<file path="config.mk">
export PLATFORM = sky130hd
export DESIGN_NAME = move_sequencer
export DESIGN_NICKNAME = d
export VERILOG_FILES = /design/src/rtl/move_sequencer.sv
export SDC_FILE = /design/constraint.sdc
export NUM_CORES = 1
export LEC_CHECK = 0
export CORE_UTILIZATION = 40
export CTS_CLUSTER_SIZE = 24
export DETAILED_ROUTE_END_ITERATION = 7
export SYNTH_ARGS = -nofsm -noshare
export SYNTH_HDL_FRONTEND = slang
export SYNTH_SLANG_ARGS = --single-unit
export TNS_END_PERCENT = 100
</file>
<file path="constraint.sdc">
create_clock -name clk -period 5 [get_ports clk]
set_clock_uncertainty 0.2 [all_clocks]
set_input_delay 1 -clock clk [delete_from_list [all_inputs] [get_ports clk]]
set_output_delay 1 -clock clk [all_outputs]
set_load 0.005 [all_outputs]
</file>
<file path="src/rtl/move_sequencer.sv">
// rtl/move_sequencer.sv - stores a move program and replays it as one-hot n/s/e/w pulses into the game FSM
module move_sequencer #(
  parameter int  DEPTH = 16,
  parameter int  GAP   = 2,
  localparam int CW    = $clog2(DEPTH + 1)
) (
  input  logic          clk,
  input  logic          reset,
  input  logic          load_valid,
  input  logic [1:0]    load_dir,
  output logic          load_ready,
  input  logic          flush,
  input  logic          start,
  input  logic          clear,
  input  logic          d,
  input  logic          win,
  output logic          game_reset,
  output logic          n,
  output logic          s,
  output logic          e,
  output logic          w,
  output logic          busy,
  output logic          done,
  output logic [1:0]    result,
  output logic [CW-1:0] count,
  output logic [CW-1:0] moves_issued
);

  localparam int AW = (DEPTH > 1) ? $clog2(DEPTH) : 1;
  localparam int GW = $clog2(GAP + 1);
  localparam logic [CW-1:0] DEPTH_C = CW'(DEPTH);
  localparam logic [GW-1:0] GAP_C   = GW'(GAP);
  localparam logic [1:0] RES_NONE = 2'b00;
  localparam logic [1:0] RES_WIN  = 2'b01;
  localparam logic [1:0] RES_DEAD = 2'b10;
  localparam logic [1:0] RES_EXH  = 2'b11;

  typedef enum logic [2:0] {S_IDLE, S_GRST, S_ISSUE, S_GAP, S_DONE} state_t;

  state_t        state, state_nxt;
  logic [1:0]    mem [DEPTH];
  logic [CW-1:0] rd_ptr;
  logic [GW-1:0] gap_cnt;
  logic [1:0]    cur_dir;
  logic          has_room, outcome, gap_last, more, load_fire;

  assign has_room  = count < DEPTH_C;
  assign outcome   = win | d;
  assign gap_last  = gap_cnt == GW'(1);
  assign more      = rd_ptr < count;
  assign cur_dir   = mem[rd_ptr[AW-1:0]];
  // flush and start both outrank a coincident load
  assign load_fire = (state == S_IDLE) && !flush && !start && load_valid && has_room;

  always_ff @(posedge clk) begin
    if (reset) state <= S_IDLE;
    else       state <= state_nxt;
  end

  always_comb begin
    state_nxt = state;
    case (state)
      S_IDLE:
        if (!flush && start) state_nxt = (count == '0) ? S_DONE : S_GRST;
      S_GRST:  state_nxt = S_ISSUE;
      S_ISSUE: state_nxt = outcome ? S_DONE : S_GAP;
      S_GAP:
        if (outcome)       state_nxt = S_DONE;
        else if (gap_last) state_nxt = more ? S_ISSUE : S_DONE;
      S_DONE:
        if (clear) state_nxt = S_IDLE;
      default: state_nxt = S_IDLE;
    endcase
  end

  always_comb begin
    load_ready = 1'b0;
    game_reset = 1'b0;
    n = 1'b0; s = 1'b0; e = 1'b0; w = 1'b0;
    busy = 1'b0;
    done = 1'b0;
    case (state)
      S_IDLE: load_ready = has_room;
      S_GRST: begin game_reset = 1'b1; busy = 1'b1; end
      S_ISSUE: begin
        busy = 1'b1;
        case (cur_dir)
          2'b00:   n = 1'b1;
          2'b01:   s = 1'b1;
          2'b10:   e = 1'b1;
          default: w = 1'b1;
        endcase
      end
      S_GAP:  busy = 1'b1;
      S_DONE: done = 1'b1;
      default: ;
    endcase
  end

  // win outranks dead when both are seen in the same cycle
  always_ff @(posedge clk) begin
    if (reset) begin
      count        <= '0;
      rd_ptr       <= '0;
      moves_issued <= '0;
      result       <= RES_NONE;
      gap_cnt      <= '0;
    end else begin
      case (state)
        S_IDLE:
          if (flush) begin
            count        <= '0;
            moves_issued <= '0;
          end else if (start) begin
            if (count == '0) result <= RES_EXH;
            else begin
              rd_ptr       <= '0;
              moves_issued <= '0;
            end
          end else if (load_fire) begin
            count <= count + 1'b1;
          end
        S_ISSUE: begin
          rd_ptr       <= rd_ptr + 1'b1;
          moves_issued <= moves_issued + 1'b1;
          gap_cnt      <= GAP_C;
          if (win)    result <= RES_WIN;
          else if (d) result <= RES_DEAD;
        end
        S_GAP: begin
          gap_cnt <= gap_cnt - 1'b1;
          if (win)                     result <= RES_WIN;
          else if (d)                  result <= RES_DEAD;
          else if (gap_last && !more)  result <= RES_EXH;
        end
        S_DONE:
          if (clear) result <= RES_NONE;
        default: ;
      endcase
    end
  end

  always_ff @(posedge clk) begin
    if (load_fire) mem[count[AW-1:0]] <= load_dir;
  end

endmodule
</file>
# Word-level counts from Yosys, hierarchy flattened
# Memories as Yosys holds them, arrays and structs flattened. A register that Yosys moved wholly into a read port is not among the register bits.
# Cells that the tools add are included.
[word_totals]
register_bits = 22
mem_bits_rw = 32
inputBits = 10
output_inout_bits = 20
wordCells = 100
n_memories = 1
[op_classes]
addsub = 4
n_lt_le_gt_ge = 2
n_eq_ne = 19
mux = 44
n_bitwise = 1
n_reduce_logical = 23
[memory_table]
columns = ["name", "words", "word_bits", "read_ports", "rd_ports_with_merged_regs", "wr", "line_no", "text"]
rows = [
  ["mem", 16, 2, 1, 1, 1, "41", "logic [1:0] mem [DEPTH];"],
]
[ops]
columns = ["op", "count"]
rows = [
  ["5-bit two-way mux", 7],
  ["3-bit two-way mux", 7],
  ["5-bit case mux with 2 select lines", 2],
  ["2-bit two-way mux", 9],
  ["5-bit by 1-bit adder with 5-bit output, second input constant", 3],
  ["3-bit case mux with 5 select lines", 1],
  ["1-bit two-way mux", 14],
  ["3-bit inequality test, second input constant", 4],
  ["2-bit inequality test, second input constant", 5],
  ["3-bit AND reduction", 3],
  ["4-bit two-way mux", 2],
  ["2-bit case mux with 4 select lines", 1],
  ["7-bit AND reduction", 1],
  ["3-bit by 2-bit == test with 1-bit output, second input constant", 2],
  ["1-bit logical AND", 6],
  ["2-bit nonzero test", 3],
  ["3-bit OR reduction", 2],
  ["5-bit logical NOT", 1],
  ["5-bit < comparator", 1],
  ["5-bit < comparator, second input constant", 1],
  ["2-bit by 1-bit == test with 1-bit output, second input constant", 2],
  ["2-bit by 1-bit inequality test with 1-bit output, second input constant", 2],
  ["4-bit inequality test, second input constant", 1],
  ["2-bit case mux with 2 select lines", 1],
  ["other kinds (10)", 12],
]

# Longest topological paths before layout
[logic_depth]
word_depth = 8
ltp_mapped = 8
mapped_depth_nobuf = 7

# Worst setup path before layout
# No wires, ideal clock.
[synth_timing]
path_type = "register -> output"
startpoint = "register (tool-made name)"
endpoint = "output port n"
arrival_time_ps = 1604
required_ps = 3800
setup_slack_ps = 2196
stages_incl_launch_ff = 7
n_path_buf = 1
cell_sequence = "dfxtp_1 buf_6 mux4_2 or2_1 a31oi_1 a21oi_1 nor3_1"
[synth_rtl]
columns = ["element", "line_no", "text"]
rows = [
  ["end: declaration", "18", "output logic n,"],
]

==> results.cfg <==
[sta]
layout_setup_ws_ns = 1.10
min_period_over_period_pct = 78.0
setup_viol = 0
grt_setup_unrepaired = false
achievable-frequency_mhz = 256
timing_worst_slew_pin_value_ns = 0.667
final_min_period_ns = 3.90
remaining_max_slew_budget_at_the_tightest_pin_pct = 55.4
timing_max_transition_violations_final = 0
fin_tns_setup_ns = 0
finalHoldViolations = 0

[hold_path]
hold_path.class = reg -> reg

[critical_path]
critPathMaxStageDelay_ns = 0.62
critPathLaunchType = flip-flop
timing.critical_path.cells = mux4_2 > or2_1 > a31oi_1 > a21oi_1 > nor3_1 > clkdlybuf4s50_1
path_buf_inv = 1
arrival_ns = 2.70
worstPathRequired_ns = 3.80
worstSetupPathType = reg -> out
timing.critical_path.fanout_max = 9
worst_path_max_delay_cell = sky130_fd_sc_hd__dfxtp_1
type_of_element_capturing_the_critical_path = output pin
path_delay_family = flip-flops

[clock_tree]
cts_repair_resize_count = 0
holdBufCountCts = 0
numCtsBuffers = 9
clockRootBuffer = sky130_fd_sc_hd__clkbuf_8
clock_sink_count = 58
cts-htree-levels = 3
clock_insertion_delay_worst_skew_ns = 0.33
tritoncts = built
path_clk_slew_ns = 0.07
postCtsSetupRepairBufs = 0
cts.path.max_buffers = 2

[grt]
wire_length_of_the_first_global_routing_pass_um = 9140
pin_count_of_the_biggest_net_entering_global_routing = 18
antenna_violations_before_repair = 0
grt.total_usage_pct = 16.6
grt_pass1_vias = 1773
globalRoute.totalOverflow = 0

[flow_run]
timing.max_cap.violations = 0

[pwr]
power.density_nw_per_um2 = 295
max-vdd-ir-drop_v = 0.000127
leakagePower_nw = 1.10

[logic_synthesis]
synth_compound_gate_area_share_pct = 9.83
synth_largest_type_area_fraction_pct = 34.5
netlist.top_cell.by_area = sky130_fd_sc_hd__edfxtp_1
synth_async_sr_flop_share_pct = 0
synth.ff_latch_count = 58
synth_top_family_by_area = simple AND/OR/NAND/NOR gates
postSynthCellCount = 253
synth_simple_gate_area_share_pct = 18.1
yosys-top-cells-area = sky130_fd_sc_hd__edfxtp_1 34%, sky130_fd_sc_hd__dfxtp_1 19%, sky130_fd_sc_hd__mux4_2 5.7%, sky130_fd_sc_hd__nor2_1 5.4%, sky130_fd_sc_hd__ha_1 4.9%
synth_area_um2 = 2790
ys_seq_area_share_pct = 53.2
synthesis.yosys.warnings = 0
postSynthAreaPerCell_um2 = 11.0
synthMuxAreaShare_pct = 7.86
ys_dominant_reg_cell = sky130_fd_sc_hd__edfxtp_1
syn-num-nets = 274
synth_cell_types = 44
synthXorXnorAreaFrac_pct = 2.51
synth_adder_area_share_pct = 4.94
number_of_enable_flip_flop_cells_after_synthesis = 32

[floorplan]
die_area_um2 = 7300
core_region_area_um2 = 6760
cell_row_count = 30
die_h_um = 85.5
io-pin-count = 30
floorplan.initialDensity_pct = 41.2
die_x_um = 85.5

[placed_design]
port_buffers = 29
hpwlAfterDp_um = 4130
instance_area_at_placement_um2 = 3120
routabilityCongestion = 0.760
pre_cts_slack_ns = 1.43

[finish]
multi_input_comb_area_um2 = 1210
drive_above_1_share_pct = 10.8
mostFrequentLayoutCell = sky130_fd_sc_hd__nor2_1
most-common-layout-cells = 40 x sky130_fd_sc_hd__nor2_1, 32 x sky130_fd_sc_hd__edfxtp_1, 29 x sky130_fd_sc_hd__clkdlybuf4s50_1, 26 x sky130_fd_sc_hd__dfxtp_1, 15 x sky130_fd_sc_hd__nor3_1
antenna-diode-count = 0
fillCellCount = 627
areaGrowthSynthToFinish_pct = 18.1
num-nets-final = 302
ff_latch_area_um2 = 1480
final_design_area_no_fill_um2 = 3290

[drt]
vias = 1963
avg_vias_per_cell = 5.36
first_pass_iters = 4
post-route-drc-count = 0
drt-wirelength-per-cell_um = 15.6
drt_wl_total_um = 5710
antenna_violating_nets_post_route = 0
detailedRoute.firstIterationViolations = 94

[outcome]
run_status = finished clean
-- synthesized netlist by cell type (2+ instances only) --
cell type	n
sky130_fd_sc_hd__a31o_2	2
sky130_fd_sc_hd__a21o_1	4
sky130_fd_sc_hd__mux2i_1	5
sky130_fd_sc_hd__nand2_1	14
sky130_fd_sc_hd__nor3_1	15
sky130_fd_sc_hd__nand3_1	5
sky130_fd_sc_hd__a22oi_1	2
sky130_fd_sc_hd__or3_1	2
sky130_fd_sc_hd__a31oi_1	6
sky130_fd_sc_hd__a2111oi_0	3
sky130_fd_sc_hd__clkbuf_1	6
sky130_fd_sc_hd__a21oi_1	9
sky130_fd_sc_hd__o21ai_0	3
sky130_fd_sc_hd__mux4_2	7
sky130_fd_sc_hd__edfxtp_1	32
sky130_fd_sc_hd__nand2b_1	5
sky130_fd_sc_hd__inv_1	10
sky130_fd_sc_hd__xnor2_1	8
sky130_fd_sc_hd__ha_1	11
sky130_fd_sc_hd__or2_2	2
sky130_fd_sc_hd__nor2b_1	6
sky130_fd_sc_hd__nor2_1	40
sky130_fd_sc_hd__nor3_2	2
sky130_fd_sc_hd__and2_1	2
sky130_fd_sc_hd__a211oi_1	3
sky130_fd_sc_hd__dfxtp_1	26
sky130_fd_sc_hd__buf_2	3
sky130_fd_sc_hd__nor4_1	3
sky130_fd_sc_hd__or4b_4	2
-- worst paths after layout --
| check | slack, ns | start | cells past startpoint | end |
|---|---|---|---|---|
| min reg2reg | 0.31 | gap_cnt[1] | 2 | gap_cnt[1] |
| min | 0.31 | gap_cnt[1] | 2 | gap_cnt[1] |
| max reg2reg | 2.51 | count[2] | 7 | result[1] |
| max | 1.10 | flip-flop | 6 | s |
-- final cells by class --
type	instances	share of cell area, %
Multi-Input combinational cell	173	36.7
Inverter	10	1.14
Tap cell	80	3.04
Clock inverter	3	0.456
Sequential cell	58	45.0
Timing Repair Buffer	29	8.82
Clock buffer	13	4.83
-- per-stage QoR --
step	total power, mW	hold WS, ns	util (%)	instances
2_1_floorplan	0.568	0.276	-	253
3_3_place_gp	0.601	0.283	46.1	350
3_5_place_dp	0.601	0.298	46.1	350
4_1_cts	0.981	0.307	48.7	366
5_1_grt	1.02	0.329	48.7	366
6_report	0.971	0.306	48.7	366
-- tightest hold or removal path, stage by stage, from the launching register on --
cell                       delay [ns]
sky130_fd_sc_hd__dfxtp_1         0.31
sky130_fd_sc_hd__nor2_1          0.09
sky130_fd_sc_hd__a311oi_1        0.05
-- power by group --
group,internal [mW],total [mW],switching [mW]
clock network,0.205,0.380,0.175
logic,0.0367,0.0766,0.0399
registers,0.507,0.515,0.00754
total,0.749,0.971,0.223
-- registers in the layout, summed over array words and instances (netlist names), named ones only --
signal        flops
mem              32
count             5
moves_issued      5
rd_ptr            5
state             3
gap_cnt           2
result            2
-- kinds of logic after synthesis --
family / count (synthesis)
AOI/OAI and AO/OA: 39
DFF: 58
adders and majority gates: 11
and+or+nand+nor: 102
xor gates and xnor gates: 8
muxes: 13
buffers and inverters: 22
-- layer usage --
layer	vias up	track usage, %	share of wire (%)
met1	939	24.5	53
met5	-	0	0
li1	987	-	-
met4	0	7.27	1.6
met2	27	22.9	43
met3	10	4.28	2.7
Note: power is estimated with default switching activity, not from simulation.
